`src/rtl/grid_pkg.sv`:
```
// Shared definitions for the grid logic family: combine modes and the ring
// neighbour-combine helper used by the pipeline stages.
package grid_pkg;

  typedef enum logic [1:0] {
    OP_AND  = 2'd0,
    OP_OR   = 2'd1,
    OP_XOR  = 2'd2,
    OP_PASS = 2'd3
  } op_e;

  localparam int RING_MAX_W = 64;

  // Bit i of the result is d[i] OP d[(i+1) mod w]; bits at and above w are zero.
  // The neighbour vector is a rotate-right by one built from shifts and a mask,
  // so w=1 naturally pairs each bit with itself.
  function automatic logic [RING_MAX_W-1:0] ring_combine(
    input logic [RING_MAX_W-1:0] d,
    input int unsigned           w,
    input op_e                   op
  );
    logic [RING_MAX_W-1:0] mask;
    logic [RING_MAX_W-1:0] dm;
    logic [RING_MAX_W-1:0] rot;
    logic [RING_MAX_W-1:0] res;
    mask = ~({RING_MAX_W{1'b1}} << w);
    dm   = d & mask;
    rot  = ((dm >> 1) | (dm << (w - 1))) & mask;
    case (op)
      OP_AND:  res = dm & rot;
      OP_OR:   res = dm | rot;
      OP_XOR:  res = dm ^ rot;
      default: res = dm;
    endcase
    return res;
  endfunction

endpackage

```
`src/rtl/ring_op_stage.sv`:
```
// One pipeline register (valid/data/op) with its combine logic on the input side
// and its link in the combinational ready chain.
module ring_op_stage
  import grid_pkg::*;
#(
  parameter int W      = 3,
  parameter bit BYPASS = 1'b0
) (
  input  logic         clk,
  input  logic         rst,
  input  logic         v_i,
  input  logic [W-1:0] d_i,
  input  op_e          op_i,
  input  logic         rdy_i,
  output logic         rdy_o,
  output logic         v_o,
  output logic [W-1:0] d_o,
  output op_e          op_o
);

  logic         v_q;
  logic [W-1:0] d_q;
  op_e          op_q;
  logic [W-1:0] d_d;

  generate
    if (BYPASS) begin : g_bypass
      assign d_d = d_i;
    end else begin : g_comb
      assign d_d = W'(ring_combine(RING_MAX_W'(d_i), W, op_i));
    end
  endgenerate

  // An empty stage can always take a beat, so bubbles collapse toward the output.
  assign rdy_o = !v_q || rdy_i;

  always_ff @(posedge clk or posedge rst) begin
    if (rst) begin
      v_q  <= 1'b0;
      d_q  <= '0;
      op_q <= OP_AND;
    end else if (rdy_o) begin
      v_q <= v_i;
      if (v_i) begin
        d_q  <= d_d;
        op_q <= op_i;
      end
    end
  end

  assign v_o  = v_q;
  assign d_o  = d_q;
  assign op_o = op_q;

endmodule

```
`src/rtl/ring_op_pipe.sv`:
```
// Ready/valid neighbour-combine pipeline: DEPTH stages, stage 0 captures the beat
// as-is, later stages apply the ring combine selected by the beat's op.
module ring_op_pipe
  import grid_pkg::*;
#(
  parameter int W     = 3,
  parameter int DEPTH = 3,
  parameter int CNT_W = 16
) (
  input  logic             clk,
  input  logic             rst,
  input  logic             in_valid,
  output logic             in_ready,
  input  logic [W-1:0]     in_data,
  input  logic [1:0]       in_op,
  output logic             out_valid,
  input  logic             out_ready,
  output logic [W-1:0]     out_data,
  output logic [1:0]       out_op,
  output logic             busy,
  output logic [CNT_W-1:0] beat_cnt
);

  logic [DEPTH:0]            rdy;
  logic [DEPTH-1:0]          v;
  logic [DEPTH-1:0][W-1:0]   d;
  op_e                       op [DEPTH];
  logic [CNT_W-1:0]          beat_cnt_q;
  logic [CNT_W-1:0]          beat_cnt_d;

  assign rdy[DEPTH] = out_ready;
  assign in_ready   = rdy[0];

  generate
    for (genvar k = 0; k < DEPTH; k++) begin : g_stg
      if (k == 0) begin : g_head
        ring_op_stage #(.W(W), .BYPASS(1'b1)) u_stg (
          .clk   (clk),
          .rst   (rst),
          .v_i   (in_valid),
          .d_i   (in_data),
          .op_i  (op_e'(in_op)),
          .rdy_i (rdy[k+1]),
          .rdy_o (rdy[k]),
          .v_o   (v[k]),
          .d_o   (d[k]),
          .op_o  (op[k])
        );
      end else begin : g_body
        ring_op_stage #(.W(W), .BYPASS(1'b0)) u_stg (
          .clk   (clk),
          .rst   (rst),
          .v_i   (v[k-1]),
          .d_i   (d[k-1]),
          .op_i  (op[k-1]),
          .rdy_i (rdy[k+1]),
          .rdy_o (rdy[k]),
          .v_o   (v[k]),
          .d_o   (d[k]),
          .op_o  (op[k])
        );
      end
    end
  endgenerate

  assign out_valid = v[DEPTH-1];
  assign out_data  = d[DEPTH-1];
  assign out_op    = op[DEPTH-1];
  assign busy      = |v;

  // Delivered-beat counter sticks at all-ones instead of wrapping.
  always_comb begin
    beat_cnt_d = beat_cnt_q;
    if (out_valid && out_ready && (beat_cnt_q != {CNT_W{1'b1}}))
      beat_cnt_d = beat_cnt_q + CNT_W'(1);
  end

  always_ff @(posedge clk or posedge rst) begin
    if (rst) beat_cnt_q <= '0;
    else     beat_cnt_q <= beat_cnt_d;
  end

  assign beat_cnt = beat_cnt_q;

endmodule

```
`config.mk`:
```
export PLATFORM = sky130hd
export DESIGN_NAME = ring_op_pipe
export DESIGN_NICKNAME = d
export VERILOG_FILES = /design/src/rtl/grid_pkg.sv /design/src/rtl/ring_op_stage.sv /design/src/rtl/ring_op_pipe.sv
export SDC_FILE = /design/constraint.sdc
export NUM_CORES = 1
export LEC_CHECK = 0
export CORE_MARGIN = 2
export CORE_UTILIZATION = 45
export CTS_CLUSTER_SIZE = 40
export DETAILED_ROUTE_END_ITERATION = 10
export PLACE_DENSITY = 0.8
export SLEW_MARGIN = 10
export SYNTH_ARGS = -nofsm -noshare
export SYNTH_HDL_FRONTEND = slang
export SYNTH_SLANG_ARGS = --single-unit
```
`constraint.sdc`:
```
create_clock -name clk -period 1.9 [get_ports clk]
set_input_delay 0.38 -clock clk [delete_from_list [all_inputs] [get_ports clk]]
set_output_delay 0.38 -clock clk [all_outputs]
set_load 0.01 [all_outputs]
```
==> Word-level counts from Yosys, hierarchy flattened <==
Cells that the tools add are included.
{ "op_classes": {"n_addsub": 1, "eq_ne": 5, "n_mux": 2, "bitwise_logic": 8, "reduce_logical": 14} }
{ "op_table": {"columns": ["cell", "n"], "rows": [
  ["one-hot mux 3 bit (3 select lines)", 2],
  ["adder 16 x 1 -> 16 bit, second input constant", 1],
  ["!= test 16 bit, second input constant", 1],
  ["bitwise AND 3 bit", 2],
  ["bitwise OR 2 x 3 -> 3 bit", 2],
  ["bitwise OR 3 bit", 2],
  ["AND reduction 2 bit", 3],
  ["bitwise XOR 3 bit", 2],
  ["== test 2 x 1 -> 1 bit, second input constant", 2],
  ["== test 2 bit, second input constant", 2],
  ["zero test 2 bit", 2],
  ["zero test 1 bit", 3],
  ["logical OR 1 bit", 3],
  ["OR reduction 3 bit", 1],
  ["logical AND 1 bit", 2]
]} }
{ "totals": {"ff_bits": 34, "out_inout_bits": 24} }

==> Logic depth before layout (Yosys ltp) <==
{ "logic_depth": {"word_depth": 5, "depth_mapped": 5, "ltp_nobuf": 5} }

==> Cells and area by module <==
From an unflattened synthesis, not the netlist that was laid out.
{ "unflattened": {"hier_cells": 149, "area_unflattened_um2": 1858.0} }
{ "by_module_without_submodules": {"columns": ["mod", "instances", "cells_each", "area_per_inst_um2"], "rows": [
  ["ring_op_pipe", 1, 74, 813.3],
  ["ring_op_stage at g_stg[1].g_body.u_stg ...", 2, 30, 391.6],
  ["ring_op_stage at g_stg[0].g_head.u_stg", 1, 15, 261.5]
]} }

==> Worst setup path before layout <==
OpenSTA, ideal clock, no wires.
{ "synth_path": {"path_kind": "reg2reg", "from": "register beat_cnt_q[0] (netlist: beat_cnt[0])", "to": "register beat_cnt_q[1] (netlist: beat_cnt[1])", "arrival_time_ps": 1550, "required_time_ps": 1775, "setup_slack_ps": 225, "stages_incl_launch_ff": 6, "path_cell_list": "dfrtp_1 -> ha_1 -> nand2_1 -> nor4_4 -> a21oi_2 -> mux2_4"} }
{ "synth_between": {"elab_chain_len": 2, "word_cells_on_any_way": 3, "cone_classes": "add/sub (1); eq/ne (1); reduce/logical (1)"} }
{ "synth_rtl": {"columns": ["item", "line", "text"], "rows": [
  ["from (decl)", "ring_op_pipe.sv:28", "logic [CNT_W-1:0] beat_cnt_q;"],
  ["from (signal assigned)", "ring_op_pipe.sv:80", "else beat_cnt_q <= beat_cnt_d;"],
  ["parallel branches: the longest is 2 deep, another holds adder 16 x 1 -> 16 bit", null, null]
]} }
Parallel ways; which one is timed is not known.
A chain may end at the register's enable or synchronous reset.

==> Worst setup path in the final report <==
{ "layout_path": {"from": "register beat_cnt_q[0] (netlist: beat_cnt[0])", "to": "register beat_cnt_q[5] (netlist: beat_cnt[5])"} }
The elaborated chain is that of the path after synthesis.

==> impl_results.html <==
<table>
<tr><th>Metric</th><th>Value</th></tr>
<tr><th colspan="2">Worst hold path</th></tr>
<tr><td>Class of the tightest hold or removal check</td><td>input pin to async pin</td></tr>
<tr><th colspan="2">Route</th></tr>
<tr><td>Routed length per placed instance</td><td>14.7 um</td></tr>
<tr><td>Vias after detailed routing</td><td>1264</td></tr>
<tr><td>DRC violation count after routing</td><td>0</td></tr>
<tr><td>Total Wirelength</td><td>around 3600 um</td></tr>
<tr><td>Violation count after the first detailed-routing iteration</td><td>69</td></tr>
<tr><td>Routed vias/inst</td><td>5.16</td></tr>
<tr><td>Antenna Violating Nets Remaining</td><td>0</td></tr>
<tr><td>First drt pass iteration count</td><td>4</td></tr>
<tr><th colspan="2">Layout</th></tr>
<tr><td>Most common library cell in the layout ignoring fill and taps</td><td>sky130_fd_sc_hd__dfrtp_1</td></tr>
<tr><td>Sequential cell area</td><td>approximately 850 sq um</td></tr>
<tr><td>Area grow syn2layout</td><td>27.5%</td></tr>
<tr><td>Final Cell Area</td><td>2360 sq um</td></tr>
<tr><td>Antenna diode count</td><td>0</td></tr>
<tr><td>Final core utilization</td><td>59.5%</td></tr>
<tr><td>Multi-input logic area</td><td>928 sq um</td></tr>
<tr><td>FILL cells</td><td>322</td></tr>
<tr><td>Layout cells sized above 1</td><td>a little under a quarter</td></tr>
<tr><td>Post-layout net count</td><td>217</td></tr>
<tr><td>Most frequent cells in the layout</td><td>34 x sky130_fd_sc_hd__dfrtp_1, 30 x sky130_fd_sc_hd__clkdlybuf4s50_1, 16 x sky130_fd_sc_hd__mux2_2</td></tr>
<tr><th colspan="2">Synth</th></tr>
<tr><td>Gate count after technology mapping</td><td>149</td></tr>
<tr><td>Number of storage elements in the synthesis netlist</td><td>34</td></tr>
<tr><td>Synth top area cells</td><td>sky130_fd_sc_hd__dfrtp_1 46%, sky130_fd_sc_hd__mux2_2 9.7%, sky130_fd_sc_hd__ha_1 8.8%, sky130_fd_sc_hd__mux4_2 7.3%, sky130_fd_sc_hd__xor2_1 6.1%</td></tr>
<tr><td>Netlist area before placement</td><td>roughly 1900 sq um</td></tr>
<tr><td>Net count after synthesis</td><td>171</td></tr>
<tr><td>Yosys warnings</td><td>0</td></tr>
<tr><td>Unique masters post-synth</td><td>32</td></tr>
<tr><td>Synthesized area divided by synthesized cell count</td><td>~12 sq um</td></tr>
<tr><td>Area share of the leading cell type in the synthesized netlist</td><td>between 40% and 50%</td></tr>
<tr><td>Sequential element share of the synthesized area</td><td>45.9%</td></tr>
<tr><td>Top cell type by total area after synthesis</td><td>sky130_fd_sc_hd__dfrtp_1</td></tr>
<tr><th colspan="2">Global routing</th></tr>
<tr><td>Wire length of the first global-routing pass</td><td>6030 um</td></tr>
<tr><td>Largest net degree at the start of global routing</td><td>35</td></tr>
<tr><td>Sum of overflow across all layers after global routing</td><td>0</td></tr>
<tr><td>Via count of the first global-routing pass</td><td>1322</td></tr>
<tr><td>Total track usage</td><td>18.2%</td></tr>
<tr><td>Initial antenna violation count</td><td>0</td></tr>
<tr><th colspan="2">Clock tree</th></tr>
<tr><td>Maximum level of the CTS H-tree</td><td>2</td></tr>
<tr><td>TritonCTS buffer count</td><td>5</td></tr>
<tr><td>Clk buf depth</td><td>2</td></tr>
<tr><td>Later-pin clock latency in the skew report</td><td>~0.29 ns</td></tr>
<tr><td>Clock-pin transition on the worst setup and hold timing paths</td><td>about 0.06 ns</td></tr>
<tr><td>TritonCTS clock tree</td><td>built</td></tr>
<tr><td>CTS root buf</td><td>sky130_fd_sc_hd__clkbuf_8</td></tr>
<tr><td>Post-CTS Setup Bufs</td><td>0</td></tr>
<tr><td>Hold buffers post-CTS</td><td>0</td></tr>
<tr><td>Clock sink total</td><td>34</td></tr>
<tr><th colspan="2">Worst setup path</th></tr>
<tr><td>Data required time of the worst path</td><td>2.04 ns</td></tr>
<tr><td>Critical Path Source Type</td><td>flip-flop</td></tr>
<tr><td>Setup slack, reg-to-reg</td><td>about 0.11 ns</td></tr>
<tr><td>Crit path max fanout</td><td>7</td></tr>
<tr><td>Type of the worst setup path</td><td>flip-flop to flip-flop</td></tr>
<tr><td>Crit Reg-Reg Startpoint</td><td>beat_cnt[0]$_DFFE_PP0P_</td></tr>
<tr><td>Crit path capture type</td><td>flip-flop</td></tr>
<tr><td>Crit path DAT</td><td>1.93 ns</td></tr>
<tr><td>Worst setup startpoint</td><td>beat_cnt[0]$_DFFE_PP0P_</td></tr>
<tr><th colspan="2">Timing</th></tr>
<tr><td>Final cycle utilization of the critical path</td><td>between 90% and 100%</td></tr>
<tr><td>Final setup slack of the worst path</td><td>0.107 ns</td></tr>
<tr><td>Max-slew violation total from the final report</td><td>0</td></tr>
<tr><td>Highest achievable clock rate</td><td>558 MHz</td></tr>
<tr><td>Count of final setup violators</td><td>0</td></tr>
<tr><td>Unrepaired setup endpoints after global routing</td><td>no</td></tr>
<tr><td>Slew @ Worst Pin</td><td>0.622 ns</td></tr>
<tr><td>Worst slew margin relative to its limit</td><td>between 50% and 60%</td></tr>
<tr><td>Shortest period the worst path allows</td><td>roughly 1.8 ns</td></tr>
<tr><td>Number of hold-slack violations in the final timing report</td><td>0</td></tr>
<tr><td>Worst-case clock skew</td><td>~0.0026 ns</td></tr>
<tr><th colspan="2">Floorplan</th></tr>
<tr><td>Vertical die dimension</td><td>68.2 um</td></tr>
<tr><td>Num ports</td><td>33</td></tr>
<tr><td>Effective utilization at floorplan</td><td>46.7%</td></tr>
<tr><td>Core ar.</td><td>3970 sq um</td></tr>
<tr><td>Number of core rows</td><td>23</td></tr>
<tr><td>DIE AREA</td><td>about 4600 sq um</td></tr>
<tr><td>Die X-Extent</td><td>68.2 um</td></tr>
<tr><th colspan="2">Placement</th></tr>
<tr><td>Post-placement worst setup slack</td><td>-0.106 ns</td></tr>
<tr><td>Final HPWL from detailed placement</td><td>2780 um</td></tr>
<tr><td>Routability Congestion</td><td>0.844</td></tr>
<tr><td>Total cell area at the placement stage</td><td>2290 sq um</td></tr>
<tr><td>Port buffer count</td><td>32</td></tr>
<tr><th colspan="2">Status</th></tr>
<tr><td>Outcome</td><td>complete, no violations</td></tr>
<tr><th colspan="2">Power and ir drop</th></tr>
<tr><td>LEAKAGE</td><td>roughly 0.0011 uW</td></tr>
<tr><td>Maximum VDD drop</td><td>0.578 mV</td></tr>
<tr><td>Power Dens Cells</td><td>around 1100 nW/um^2</td></tr>
<tr><td>Post-route total power</td><td>2560 uW</td></tr>
<tr><th colspan="2">Job</th></tr>
<tr><td>Number of maximum-capacitance violations</td><td>0</td></tr>
</table>
## report_power, final
group	internal [uW]	total (uW)	switching, uW
sequential	909	1130	217
clock	252	494	242
combinational	579	937	358
total	1740	2560	817
## registers in the layout (all words and copies together), names as in the netlist
signal and flops:
g_stg.g_body.u_stg.d_o 6, g_stg.g_head.u_stg.op_o 2, g_stg.g_body.u_stg.v_o 2, g_stg.g_body.u_stg.op_o 4, g_stg.g_head.u_stg.d_o 3, g_stg.g_head.u_stg.v_o 1
beat_cnt 16
## cell families after synthesis
family / share of synthesized area (%)
buffers and inverters: 4.05
adders and majority gates: 8.77
xor gates and xnor gates: 6.14
muxes: 17.8
AOI/OAI and AO/OA: 2.36
and+or+nand+nor: 15.0
DFF: 45.9
## worst paths after layout
check	end	cells past startpoint
worst max-delay path	beat_cnt[5]$_DFFE_PP0P_	5
worst min-delay path	g_stg[2].g_body.u_stg.d_o[0]$_DFFE_PP0P_	3
worst max register to register	beat_cnt[5]$_DFFE_PP0P_	5
worst min register to register	beat_cnt[11]$_DFFE_PP0P_	1
max in group asynchronous	beat_cnt[9]$_DFFE_PP0P_	3
min in group clk	beat_cnt[11]$_DFFE_PP0P_	1
## Yosys cell counts, drive strengths merged
master and number:
nor2 1, nand3 6, inv 14, and4 1, a21oi 2, and3 2, nand3b 1, nor3b 1
nand2 12, dfrtp 34, a211oi 2, nand4b 1, buf 3, a31oi 1, ha 13, nor3 7
or3 3, nand4 1, nand2b 3, nor4 2, a2111oi 1, mux4 6, mux2 17, or2b 1
nor4b 1, xor2 13
## layout make-up
type	instances	share of cell area, %
timing repair buffer	42	16.6
clock buffer	7	3.23
inverter	14	2.22
tap	50	2.65
multi-input combinational	98	39.3
sequential	34	36.0
## through the flow
step | hold slack (ns) | TNS [ns] | cells
2_1_floorplan | 0.471 | 0 | 149
3_3_place_gp | 0.483 | -0.226 | 238
3_5_place_dp | 0.494 | -0.675 | 238
4_1_cts | 0.502 | 0 | 245
5_1_grt | 0.532 | 0 | 245
6_report | 0.491 | 0 | 245
## metal layers
layer  vias to the layer above  global-route usage [%]  part of all wire [%]
met3                         6                    5.43                   4.4
met4                         0                    7.50                   1.8
li1                        611                       -                     -
met5                         -                       0                     0
met2                        36                    31.6                    52
met1                       611                    21.0                    42
## critical path, stage by stage (launching register included)
cell                        delay, ns
sky130_fd_sc_hd__dfrtp_1         0.42
sky130_fd_sc_hd__ha_1            0.26
sky130_fd_sc_hd__nand2_1         0.13
sky130_fd_sc_hd__nor4_4          0.08
sky130_fd_sc_hd__a2111oi_0       0.62
sky130_fd_sc_hd__xor2_1          0.14
## timing repair
item / CTS / global route
gates resized for setup: 2 / 0
setup endpoints to repair: 2 / 0
endpoints found under the hold margin: 0 / 0
No activity file was read; power rests on OpenSTA's default activity.
